--- src/rtl/uart_pkg.sv ---
// Shared UART definitions: receiver state encoding, parity modes and bit-period math.
// The TX side imports the same package so both ends agree on timing.
package uart_pkg;

   typedef enum logic [2:0] {
      ST_IDLE,
      ST_START,
      ST_DATA,
      ST_PARITY,
      ST_STOP1,
      ST_STOP2
   } uart_state_e;

   localparam int PARITY_NONE = 0;
   localparam int PARITY_ODD  = 1;
   localparam int PARITY_EVEN = 2;

   // Clock cycles per bit period; clock given in MHz, rate in bit/s.
   function automatic int calc_cpp(input int clk_freq_mhz, input int bit_rate);
      return (clk_freq_mhz * 1_000_000) / bit_rate;
   endfunction

endpackage

--- src/rtl/uart_rx_sync.sv ---
// Two-flop synchronizer for the asynchronous RX line; resets to the idle-high level.
module uart_rx_sync (
   input  logic aclk,
   input  logic areset,
   input  logic d,
   output logic q
);

   logic meta_q, meta_d;
   logic sync_q, sync_d;

   always_comb begin
      meta_d = d;
      sync_d = meta_q;
   end

   // NOTE: synchronous reset -- areset is only looked at on the clock edge, so it
   // sits inside the clocked branch rather than in the sensitivity list.
   always_ff @(posedge aclk) begin
      if (areset) begin
         meta_q <= 1'b1;
         sync_q <= 1'b1;
      end else begin
         meta_q <= meta_d;
         sync_q <= sync_d;
      end
   end

   assign q = sync_q;

endmodule

--- src/rtl/uart_rx_to_axis.sv ---
// UART receiver presenting each character as a single AXI-Stream beat, with
// frame/parity status on tuser and an overrun pulse when a held word blocks delivery.
module uart_rx_to_axis
   import uart_pkg::*;
#(
   parameter int CLK_FREQ      = 100,
   parameter int BIT_RATE      = 115200,
   parameter int BIT_PER_WORD  = 8,
   parameter int PARITY_BIT    = 0,
   parameter int STOP_BITS_NUM = 1
) (
   input  logic       aclk,
   input  logic       areset,
   input  logic       RX,
   output logic [7:0] tdata,
   output logic [1:0] tuser,
   output logic       tvalid,
   input  logic       tready,
   output logic       overrun
);

   localparam int CPP   = calc_cpp(CLK_FREQ, BIT_RATE);
   localparam int HALF  = CPP / 2;
   localparam int CNT_W = $clog2(CPP + 1);

   logic rx_s;

   uart_rx_sync u_sync (
      .aclk   (aclk),
      .areset (areset),
      .d      (RX),
      .q      (rx_s)
   );

   uart_state_e      state_q, state_d;
   logic [CNT_W-1:0] cnt_q, cnt_d;
   logic [2:0]       bit_idx_q, bit_idx_d;
   logic [7:0]       data_q, data_d;
   logic             frame_err_q, frame_err_d;
   logic             parity_err_q, parity_err_d;
   logic             rx_prev_q, rx_prev_d;
   logic             done;

   logic [7:0]       tdata_q, tdata_d;
   logic [1:0]       tuser_q, tuser_d;
   logic             tvalid_q, tvalid_d;
   logic             overrun_q, overrun_d;

   logic cnt_full;
   logic cnt_half;
   assign cnt_full = (cnt_q == CNT_W'(CPP - 1));
   assign cnt_half = (cnt_q == CNT_W'(HALF - 1));

   // NOTE: every signal written here gets its hold value first; a path that
   // skipped an assignment would otherwise infer a latch.
   always_comb begin
      state_d      = state_q;
      cnt_d        = cnt_q;
      bit_idx_d    = bit_idx_q;
      data_d       = data_q;
      frame_err_d  = frame_err_q;
      parity_err_d = parity_err_q;
      rx_prev_d    = rx_s;
      done         = 1'b0;

      case (state_q)
         ST_IDLE: begin
            // Edge, not level: a held-low break cannot retrigger the receiver.
            if (rx_prev_q && !rx_s) begin
               state_d = ST_START;
               cnt_d   = '0;
            end
         end
         ST_START: begin
            if (cnt_half) begin
               cnt_d = '0;
               if (rx_s) begin
                  state_d = ST_IDLE;
               end else begin
                  state_d      = ST_DATA;
                  bit_idx_d    = '0;
                  data_d       = '0;
                  frame_err_d  = 1'b0;
                  parity_err_d = 1'b0;
               end
            end else begin
               cnt_d = cnt_q + 1'b1;
            end
         end
         ST_DATA: begin
            if (cnt_full) begin
               cnt_d               = '0;
               data_d[bit_idx_q]   = rx_s;
               if (bit_idx_q == 3'(BIT_PER_WORD - 1)) begin
                  state_d = (PARITY_BIT != PARITY_NONE) ? ST_PARITY : ST_STOP1;
               end else begin
                  bit_idx_d = bit_idx_q + 3'd1;
               end
            end else begin
               cnt_d = cnt_q + 1'b1;
            end
         end
         ST_PARITY: begin
            if (cnt_full) begin
               cnt_d        = '0;
               parity_err_d = (PARITY_BIT == PARITY_ODD) ? (rx_s != ~^data_q)
                                                         : (rx_s != ^data_q);
               state_d      = ST_STOP1;
            end else begin
               cnt_d = cnt_q + 1'b1;
            end
         end
         ST_STOP1, ST_STOP2: begin
            if (cnt_full) begin
               cnt_d       = '0;
               frame_err_d = frame_err_q | ~rx_s;
               if (state_q == ST_STOP1 && STOP_BITS_NUM == 2) begin
                  state_d = ST_STOP2;
               end else begin
                  state_d = ST_IDLE;
                  done    = 1'b1;
               end
            end else begin
               cnt_d = cnt_q + 1'b1;
            end
         end
         default: state_d = ST_IDLE;
      endcase
   end

   // Output holding register: a finished character may replace the held word only
   // if that word is absent or being accepted this very cycle.
   always_comb begin
      tdata_d   = tdata_q;
      tuser_d   = tuser_q;
      tvalid_d  = tvalid_q;
      overrun_d = 1'b0;
      if (done) begin
         if (!tvalid_q || tready) begin
            tdata_d  = data_q;
            tuser_d  = {frame_err_d, parity_err_d};
            tvalid_d = 1'b1;
         end else begin
            overrun_d = 1'b1;
         end
      end else if (tvalid_q && tready) begin
         tvalid_d = 1'b0;
      end
   end

   // NOTE: non-blocking assignments for all state so every flop samples the
   // pre-edge value of every other flop, independent of statement order.
   always_ff @(posedge aclk) begin
      if (areset) begin
         state_q      <= ST_IDLE;
         cnt_q        <= '0;
         bit_idx_q    <= '0;
         data_q       <= '0;
         frame_err_q  <= 1'b0;
         parity_err_q <= 1'b0;
         rx_prev_q    <= 1'b1;
         tdata_q      <= '0;
         tuser_q      <= '0;
         tvalid_q     <= 1'b0;
         overrun_q    <= 1'b0;
      end else begin
         state_q      <= state_d;
         cnt_q        <= cnt_d;
         bit_idx_q    <= bit_idx_d;
         data_q       <= data_d;
         frame_err_q  <= frame_err_d;
         parity_err_q <= parity_err_d;
         rx_prev_q    <= rx_prev_d;
         tdata_q      <= tdata_d;
         tuser_q      <= tuser_d;
         tvalid_q     <= tvalid_d;
         overrun_q    <= overrun_d;
      end
   end

   assign tdata   = tdata_q;
   assign tuser   = tuser_q;
   assign tvalid  = tvalid_q;
   assign overrun = overrun_q;

endmodule
--- config.mk ---
export PLATFORM = sky130hd
export DESIGN_NAME = uart_rx_to_axis
export DESIGN_NICKNAME = d
export VERILOG_FILES = /design/src/rtl/uart_pkg.sv /design/src/rtl/uart_rx_sync.sv /design/src/rtl/uart_rx_to_axis.sv
export SDC_FILE = /design/constraint.sdc
export NUM_CORES = 1
export LEC_CHECK = 0
export BUFFER_PORTS_ARGS = -buffer_cell sky130_fd_sc_hd__buf_2
export CELL_PAD_IN_SITES_DETAIL_PLACEMENT = 1
export CELL_PAD_IN_SITES_GLOBAL_PLACEMENT = 1
export CORE_ASPECT_RATIO = 0.9
export CORE_UTILIZATION = 40
export CTS_CLUSTER_SIZE = 40
export DETAILED_ROUTE_END_ITERATION = 12
export PLACE_DENSITY_LB_ADDON = 0.1
export REMOVE_ABC_BUFFERS = 1
export SLEW_MARGIN = 20
export SYNTH_ARGS = -nofsm -noshare
export SYNTH_HDL_FRONTEND = slang
export SYNTH_SLANG_ARGS = --single-unit
--- constraint.sdc ---
create_clock -name aclk -period 1.9 [get_ports aclk]
set_input_delay 0.19 -clock aclk [delete_from_list [all_inputs] [get_ports aclk]]
set_output_delay 0.19 -clock aclk [all_outputs]
set_load 0.1 [all_outputs]
==> summary.txt <==
Timing
  – RSZ-0062 raised after global routing: yes
  – Fin. Hold Viols: 0
  – Setup ws final: a little under 0.08 ns
  – Setup Skew: about 0.0046 ns
  – Hold_ws: between 0.07 and 0.08 ns
  – Fmax: 0.5485 GHz
  – Final setup vio count: 0
  – Max-slew violations: 0
  – Setup TNS Final: 0 ns
  – Max_slew headroom: 0.6768
  – Fin crit period: approximately 1.8 ns
  – Worst-margin pin slew: 0.4881 ns
  – Final Cycle Share: 0.9595

Clock network
  – Worst-Skew Late Latency: 0.30 ns
  – CTS clk-pin slew, worst paths: ~0.08 ns
  – Num Clock Sinks: between 40 and 50
  – Setup repair bufs after CTS: 0
  – Total CTS buffers: 5
  – Max Root-Sink Buffers: 2
  – Resized cells post-CTS: 0
  – Post-CTS Hold Fix Bufs: 0
  – CTS tree: done
  – Htree depth: 2
  – Root buf cell: clkbuf_8

Route
  – Post-DR vias/cell: 5.394
  – Final ANT Viol Nets: 0
  – DRC violations left: 0
  – Initial DRC count: 100
  – Detailed Route WL: between 5 and 6 mm
  – Vias: approximately 1900
  – Pre-antenna DRT Iters: 4
  – DR WL/cell: approximately 16 microns

Floorplan
  – Starting Density: 0.4253
  – # rows: 24
  – Die Span Y: a little over 70 microns
  – Core Box Area: 4925 sq um
  – Die area: 5530 sq um
  – IO Pins: 16
  – Die W: 78.28 microns

Cells and area
  – Inserted Diodes: 0
  – Final core utilization: 0.5193
  – # nets final: 295
  – Design area: 2557 sq um
  – P&R area growth vs syn: 22.10%
  – Layout cell share with drive strength beyond 1: 0.2386

Power and ir drop
  – VDD IR max: 0.6218 mV
  – PwrDens: 686.0 nW/um^2
  – Clock network fraction of total power: 0.482
  – Sw Share: 0.2023
  – Sequential Power Share: 0.492
  – Net load switching power: approximately 0.00035 W
  – Combinational share of power: 0.026
  – Leakage power: approximately 0.99 nW
  – P_int: 0.001399 W

Synthesis
  – Yosys warns: 0
  – Netlist Area Pre-Place: 2095 sq um
  – Post-synth EDFFs: 0
  – Yosys top cell by area: dfxtp_1
  – Predominant post-synthesis flop cell: dfxtp_1
  – Yosys reg bits: 41
  – Synth async-reset ratio: 0
  – Post-synthesis average cell area: 8.446 sq um
  – Part of the Yosys area used for sequential elements: 0.3919
  – Synth unique cells: 45
  – Synthesized instance count: 248
  – Area share of the largest cell type after synthesis: 0.3919
  – Area contributors post-synth: dfxtp_1 (39%), a21oi_1 (6.2%), nor2_1 (4.5%)

GRT
  – GR Util All Layers: 0.2192
  – Total gr overflow: 0
  – Global-route wire length before repair: 9.370 mm
  – Number of global-route vias before repair: about 1900
  – Largest net degree at the start of global routing: 23
  – Initial antenna violation count: 0

Placed design
  – Final HPWL DP: ~4.1 mm
  – Placed inst area: roughly 2400 sq um
  – Port bufs: 15
  – GPL Wtd Cong: 0.8092
  – Pre-CTS setup slack: roughly 0.046 ns

Critical path
  – Crit Path Class: reg2reg
  – Critical path required time: 2.13 ns
  – Worst r2r src: state_q[1]
  – Critical path arrival: ~2 ns
  – Crit. End Element: flop
  – Critical path origin: state_q[1]
  – Startpoint types: flop
  – Worst Path Max Fanout: 6

Min path
  – Hold WC Path Type: in2reg
  – Hold wc startpoint: RX

Run status
  – Outcome: finished clean

Flow run
  – Max-Cap Viols: 0
[layout make-up]
type                       count  area [sq um]
fill                         623          2367
sequential                    41         822.0
tap                           65         81.33
timing repair buffer          43         285.3
clock buffer                   5         68.82
inverter                       6         22.52
multi-input combinational    187          1212
clock inverter                 3         65.06
[path summary, 6_finish.rpt]
| path | endpoint | slack, ns | depth (start not counted) |
|---|---|---|---|
| worst min register to register | u_sync.q | 0.43 | 1 |
| worst max-delay path | bit_idx_q[0] | 0.08 | 5 |
| worst max register to register | bit_idx_q[0] | 0.08 | 5 |
| worst min-delay path | u_sync.meta_q | 0.07 | 2 |
[per-stage QoR]
step / power, W / std cells
floorplan: 0.0009008 / 233
global placement: 0.0009289 / 341
detailed placement: 0.0009290 / 341
CTS: 0.001768 / 349
global route: 0.001819 / 350
finish: 0.001754 / 350
[Yosys cell counts, drive strengths merged, types with 2 or more instances]
cell and n:
nor2 25, nor2b 4, inv 6, and3 5, nor4 3, xnor2 6
nor3 9, buf 4, ha 7, o21ai 18, mux2i 8, nor3b 2
nand3 10, dfxtp 41, nand2b 3, xor2 6, nand2 21, a31oi 4
nand4 5, or3b 4, or2 5, a21oi 26, clkbuf 11
[flip-flops by register name, summed over array words and instances (netlist names), 2 cells and up]
name	count
cnt_q	10
state_q	3
data_q	8
tuser	2
bit_idx_q	3
tdata	8
[worst max-delay path, cell delays in order (launching register included)]
cell and delay [ns]:
dfxtp_2 0.37, or3b_4 0.42, nor4_4 0.27, o221ai_2 0.19, or3_1 0.34, a21oi_1 0.16
[power groups by stage]
stage,logic [W],clock network (W),registers [W]
floorplan,0.0000171,0,0.000884
global placement,0.0000451,0,0.000884
detailed placement,0.0000451,0,0.000884
CTS,0.0000454,0.000859,0.000864
global route,0.0000490,0.000906,0.000864
finish,0.0000449,0.000846,0.000863
[cells in the final DEF (no fill, tap or decap), types with 2 or more instances in the layout]
master | Yosys | final
o21ai_2 | 0 | 2
buf_4 | 0 | 28
nor3_1 | 8 | 8
o21ai_1 | 4 | 2
or2_2 | 3 | 3
bufinv_16 | 0 | 2
nand2b_1 | 3 | 3
nor2b_1 | 4 | 4
nand4_1 | 5 | 5
xnor2_1 | 6 | 6
or2_0 | 2 | 2
nand2_1 | 21 | 21
or3b_1 | 2 | 2
a31oi_1 | 4 | 4
inv_1 | 6 | 6
ha_1 | 7 | 7
clkbuf_8 | 0 | 5
mux2i_1 | 8 | 8
a21oi_1 | 26 | 26
xor2_1 | 6 | 6
o21ai_0 | 14 | 14
dfxtp_1 | 41 | 40
or3b_4 | 2 | 2
nor2_1 | 25 | 24
and3_2 | 0 | 2
and3_1 | 4 | 3
buf_2 | 1 | 15
nand3_1 | 10 | 10
nor3b_1 | 2 | 2
[per-layer routing]
layer,vias up,global-route usage,share of wire
li1,944,-,-
met2,24,0.3255,0.43
met4,0,0.06584,0.010
met1,914,0.3182,0.52
met5,-,0,0
met3,6,0.04516,0.033
[cells by family after synthesis]
logic type      after synthesis  synth area share
compound gates               56            0.1517
buf+inv                      21           0.04898
flops                        41            0.3919
xor+xnor                     13           0.06093
simple gates                102            0.2664
fa+ha+maj                     7           0.04181
mux                           8           0.03823
Note: power is estimated with default switching activity, not from simulation.
